--- config.mk ---
export PLATFORM = sky130hd
export DESIGN_NAME = wb_debug_split
export DESIGN_NICKNAME = d
export VERILOG_FILES = /design/src/rtl/wb_debug_split.sv
export SDC_FILE = /design/constraint.sdc
export NUM_CORES = 1
export LEC_CHECK = 0
export ABC_AREA = 0
export BUFFER_PORTS_ARGS = -buffer_cell sky130_fd_sc_hd__buf_4
export CELL_PAD_IN_SITES_DETAIL_PLACEMENT = 1
export CELL_PAD_IN_SITES_GLOBAL_PLACEMENT = 2
export CORE_MARGIN = 4
export CORE_UTILIZATION = 34
export CTS_BUF_LIST = sky130_fd_sc_hd__clkbuf_8 sky130_fd_sc_hd__clkbuf_16
export DETAILED_ROUTE_END_ITERATION = 8
export MAX_ROUTING_LAYER = met4
export PLACE_DENSITY_LB_ADDON = 0.2
export SLEW_MARGIN = 20
export SYNTH_ARGS = -nofsm -noshare
export SYNTH_HDL_FRONTEND = slang
export SYNTH_SLANG_ARGS = --single-unit
--- constraint.sdc ---
create_clock -name wb_clk_i -period 5.1 [get_ports wb_clk_i]
set_input_delay 0.765 -clock wb_clk_i [delete_from_list [all_inputs] [get_ports wb_clk_i]]
set_output_delay 0.765 -clock wb_clk_i [all_outputs]
set_load 0.03 [all_outputs]
--- src/rtl/wb_debug_split.sv ---
// wb_debug_split: routes Wishbone slave cycles to the user design or to a
// debug register bank, and terminates stalled user cycles via a watchdog.
// Ports:
//   wb_clk_i, wb_rst_ni          clock, async active-low reset
//   wbs_*_i / wbs_ack_o, _dat_o  Wishbone slave port from the management SoC
//   usr_cyc_o, usr_ack_i, _dat_i gated cycle and response of the user slave
//   dbg_regs_o                   flat debug register contents (reg k at [32k+:32])
//   timeout_o, to_cnt_o          sticky watchdog flag, saturating event count
//   clr_timeout_i                synchronous clear of timeout_o / to_cnt_o
module wb_debug_split #(
    parameter logic [31:0] DBG_BASE = 32'h300F_FFF8,
    parameter int          DBG_REGS = 2,
    parameter int          TIMEOUT  = 255,
    parameter logic [31:0] ERR_DATA = 32'hDEAD_BEEF
) (
    input  logic                     wb_clk_i,
    input  logic                     wb_rst_ni,
    input  logic                     wbs_cyc_i,
    input  logic                     wbs_stb_i,
    input  logic                     wbs_we_i,
    input  logic [3:0]               wbs_sel_i,
    input  logic [31:0]              wbs_adr_i,
    input  logic [31:0]              wbs_dat_i,
    output logic                     wbs_ack_o,
    output logic [31:0]              wbs_dat_o,
    output logic                     usr_cyc_o,
    input  logic                     usr_ack_i,
    input  logic [31:0]              usr_dat_i,
    output logic [32*DBG_REGS-1:0]   dbg_regs_o,
    output logic                     timeout_o,
    output logic [7:0]               to_cnt_o,
    input  logic                     clr_timeout_i
);
    localparam int IW = $clog2(DBG_REGS);
    localparam int AW = IW + 2;
    localparam logic [15:0] LIMIT = 16'(TIMEOUT - 1);

    typedef enum logic [2:0] {IDLE, DBG_ACK, USR_WAIT, TO_ACK, DRAIN} state_e;

    state_e        state_q, state_d;
    logic [15:0]   cnt_q, cnt_d;
    logic [31:0]   rdata_q, rdata_d;
    logic [31:0]   regs_q [DBG_REGS];
    logic [31:0]   regs_d [DBG_REGS];
    logic          timeout_q, timeout_d;
    logic [7:0]    to_cnt_q, to_cnt_d;
    logic          req;
    logic          hit;
    logic [IW-1:0] idx;
    logic          unused_adr;

    assign req        = wbs_cyc_i & wbs_stb_i;
    assign hit        = wbs_adr_i[31:AW] == DBG_BASE[31:AW];
    assign idx        = wbs_adr_i[AW-1:2];
    assign unused_adr = ^wbs_adr_i[1:0];
    assign timeout_o  = timeout_q;
    assign to_cnt_o   = to_cnt_q;

    for (genvar k = 0; k < DBG_REGS; k++) begin : g_out
        assign dbg_regs_o[32*k +: 32] = regs_q[k];
    end

    always_ff @(posedge wb_clk_i or negedge wb_rst_ni) begin
        if (!wb_rst_ni) begin
            state_q   <= IDLE;
            cnt_q     <= '0;
            rdata_q   <= '0;
            regs_q    <= '{default: '0};
            timeout_q <= 1'b0;
            to_cnt_q  <= '0;
        end else begin
            state_q   <= state_d;
            cnt_q     <= cnt_d;
            rdata_q   <= rdata_d;
            regs_q    <= regs_d;
            timeout_q <= timeout_d;
            to_cnt_q  <= to_cnt_d;
        end
    end

    // A user ack or a master abort takes priority over the watchdog limit.
    always_comb begin
        state_d = state_q;
        case (state_q)
            IDLE:     if (req) state_d = hit ? DBG_ACK : USR_WAIT;
            DBG_ACK:  state_d = IDLE;
            USR_WAIT: if (usr_ack_i || !wbs_cyc_i) state_d = IDLE;
                      else if (cnt_q == LIMIT) state_d = TO_ACK;
            TO_ACK:   state_d = DRAIN;
            DRAIN:    if (!req) state_d = IDLE;
            default:  state_d = IDLE;
        endcase
    end

    always_comb begin
        cnt_d   = (state_q == USR_WAIT && state_d == USR_WAIT) ? cnt_q + 16'd1 : '0;
        regs_d  = regs_q;
        rdata_d = rdata_q;
        if (state_q == IDLE && req && hit) begin
            if (wbs_we_i) begin
                for (int b = 0; b < 4; b++)
                    if (wbs_sel_i[b]) regs_d[idx][8*b +: 8] = wbs_dat_i[8*b +: 8];
            end else begin
                rdata_d = regs_q[idx];
            end
        end
        // A termination in the same cycle as a clear still counts as one event.
        timeout_d = state_q == TO_ACK ? 1'b1 : clr_timeout_i ? 1'b0 : timeout_q;
        to_cnt_d  = state_q == TO_ACK ? (clr_timeout_i ? 8'd1 : to_cnt_q + {7'd0, to_cnt_q != 8'hFF})
                  : clr_timeout_i ? 8'd0 : to_cnt_q;
    end

    always_comb begin
        usr_cyc_o = state_q == USR_WAIT && wbs_cyc_i;
        wbs_ack_o = state_q == DBG_ACK || state_q == TO_ACK || (state_q == USR_WAIT && usr_ack_i);
        wbs_dat_o = state_q == DBG_ACK  ? rdata_q
                  : state_q == TO_ACK   ? ERR_DATA
                  : state_q == USR_WAIT ? usr_dat_i : '0;
    end
endmodule

==> results by group <==
Critical path
  • Crit-path cells: nor2b_1 > a22oi_1 > nor2_1 > buf_4
  • Critical path endpoint category: output pin
  • Setup Crit Path Kind: reg -> out
  • Slowest cell on crit path: dfrtp_2
  • CP Buf/Inv Count: 1
  • Critical Path AT: 2800 ps
  • Req. time, crit path: ~4300 ps
  • Worst path top cell family by delay: flip-flops
  • Crit path max fanout: 56
  • Critical Path Start Type: register
  • CP max stage delay: 1010 ps

Global route
  • Total track usage: 0.196
  • Wire length of the first global-routing pass: 29800 um
  • Largest net degree at the start of global routing: 57
  • Initial antenna violation count: 0
  • GRT overflow: 0
  • Vias in the first global route: 5399

Clocking
  • Longest Clk Path Bufs: 2
  • Worst-skew pair later-pin latency: 420 ps
  • Post-CTS Resized: 0
  • CTS tree: built
  • CTS Buf Count: 17
  • Clk root buf: clkbuf_16
  • Clock sinks: 124
  • Setup bufs post-CTS: 0
  • H-tree depth: 4
  • Clock-pin transition on the worst setup and hold timing paths: ~60 ps
  • Cts hold-fix bufs: 0

Timing
  • Achievable frequency: 281 MHz
  • Slew margin rel.: 0.347
  • Min Tclk post-route: approximately 3600 ps
  • RSZ-0062 raised after global routing: no
  • Transition time of the tightest slew-check pin: between 900 and 1000 ps
  • Hold Vio Cnt, Final: 0
  • Slew Limit Fails: 0
  • Final Cycle Share: 0.699
  • Skew final: 9.73 ps
  • Setup Viol. Count Final: 0
  • Setup_tns: 0 ps
  • Minimum hold slack: 318 ps

Route
  • Initial DRC Count: 130
  • Routed length per instance: 20.0 um
  • Vias/cell: 5.11
  • Final ANT Viol Nets: 0
  • Remaining DRCs: 0
  • Vias: 4856
  • Pre-antenna DRT Iters: 4
  • Routed WL: ~19000 um

Finish
  • Fin nets: roughly 800
  • # diodes: 0
  • # fillers: 1880
  • Core Util, Final: 0.480
  • Share of cells above drive strength 1: 0.530
  • P&R area growth vs syn: 36.9%

Synthesis
  • Sequential share of the synthesized area: 0.505
  • Synth top area cells: dfrtp_1 (50%), mux2_2 (18%), mux2_4 (7.3%)
  • #FFs+latches synth: between 100 and 150
  • YS warnings: 0
  • Cells after synthesis: slightly above 500
  • Top FF cell, synth: dfrtp_1
  • Synth Net Count: 620
  • Yosys top cell area share: 0.505
  • Syn Area/Cell: 12.1 um2
  • Post-synth ARST share: 1.00
  • Synth area leader: dfrtp_1
  • Netlist cell types: 36
  • Most common cell in the synthesized netlist: dfrtp_1
  • Post-synth EDFFs: 0
  • Synth Cell Area: 6150 um2
  • Top cells by count, synth: dfrtp_1 (124), mux2_2 (98), nor2_1 (32)

Power and ir drop
  • Switching part of the total: 0.247
  • Clock power frac: 0.483
  • Comb pwr share: 0.080
  • Maximum VDD drop: 0.231 mV
  • Lkg Pwr: 4.26 nW
  • P_int: 1.71 mW
  • Power per cell area: 271 nW/um2
  • Psw: 0.564 mW
  • Sequential power share: 0.437

Place
  • PortBufs: 211
  • Hpwl dp: 13800 um
  • RePlAce Congestion: 0.803

Floorplanning
  • Num rows: 48
  • Die Y-Extent: 142 um
  • Die span in x: between 100 and 150 um
  • Ports: 214
  • Die area: approximately 20000 um2
  • Starting Density: 0.351
  • Core Region: 17500 um2

Job
  • Maxcap violations: 0

Outcome
  • Status: complete, no violations

Min path
  • Hold Crit Class: in -> async
-- per-layer routing --
layer / share of wire / global-route usage / routed length, um
met1: 0.42 / 0.235 / 8060
met5: 0 / - / 0
met2: 0.51 / 0.326 / 9590
met4: 0.013 / 0.0570 / 244
met3: 0.057 / 0.0487 / 1090
-- worst paths after layout --
path                            depth (start not counted)  slack (ps)        endpoint  startpoint
worst min register to register                          1         510      rdata_q[2]  rdata_q[2]
min in group wb_clk_i                                   1         510      rdata_q[2]  rdata_q[2]
max in group asynchronous                               2        3750  dbg_regs_o[14]   wb_rst_ni
worst max-delay path                                    4        1540   wbs_dat_o[29]  state_q[1]
worst max register to register                          4        1940        cnt_q[7]  state_q[1]
worst min-delay path                                    1         320  dbg_regs_o[34]   wb_rst_ni
-- state kept, by name (all words and copies together), names as in the netlist --
register / flops
dbg_regs_o: 64
timeout_o: 1
to_cnt_o: 8
state_q: 3
cnt_q: 16
rdata_q: 32
-- placed cells by master, fill, tap and decap left out, drive strengths merged --
master,instances
and3,2
nor3,10
or3,4
a21oi,27
a41o,2
nand2b,1
nor4b,1
or4,4
dfrtp,124
xnor2,10
nor2,32
nor2b,3
nand2,31
and3b,3
clkinv,5
nand3b,2
and4,2
inv,3
clkinvlp,8
or2,2
ha,4
a22oi,8
clkbuf,19
nand3,12
nor4bb,2
nand4b,1
o21ai,29
mux2,128
buf,215
xor2,9
nor4,6
nand4,17
-- final cells by class --
type	count	area, um2	share of cell area
flip-flops and latches	124	3100	0.369
multi-input cells	352	2860	0.339
repair buffers	215	1610	0.192
clock buffers	19	453	0.0538
well taps	225	282	0.0334
clock inverters	13	96.3	0.0114
inverters	3	11.3	0.00134
-- stage by stage --
stage	setup slack [ps]	cells	cell area (um2)	power, mW
2_1_floorplan	2410	509	6150	1.08
3_3_place_gp	1870	919	7870	1.19
3_5_place_dp	1850	919	7870	1.20
4_1_cts	1480	951	8420	2.31
5_1_grt	1250	951	8420	2.37
6_report	1540	951	8420	2.28
-- kinds of logic (layout without fill, tap and decap cells) --
logic type | after synthesis | in the layout | share of synthesized area
compound gates | 66 | 66 | 0.0586
mux | 128 | 128 | 0.253
buf+inv | 33 | 250 | 0.0309
simple gates | 135 | 135 | 0.118
fa+ha+maj | 4 | 4 | 0.00814
flops | 124 | 124 | 0.505
xor+xnor | 19 | 19 | 0.0271
-- power by group through the flow --
stage	Clock, mW	Sequential [mW]	Combinational [mW]
2_1_floorplan	0	1.00	0.0723
5_1_grt	1.18	0.997	0.199
3_3_place_gp	0	1.01	0.181
3_5_place_dp	0	1.01	0.185
6_report	1.10	0.996	0.181
4_1_cts	1.13	0.996	0.186
Power figures use the tool's default switching activity.
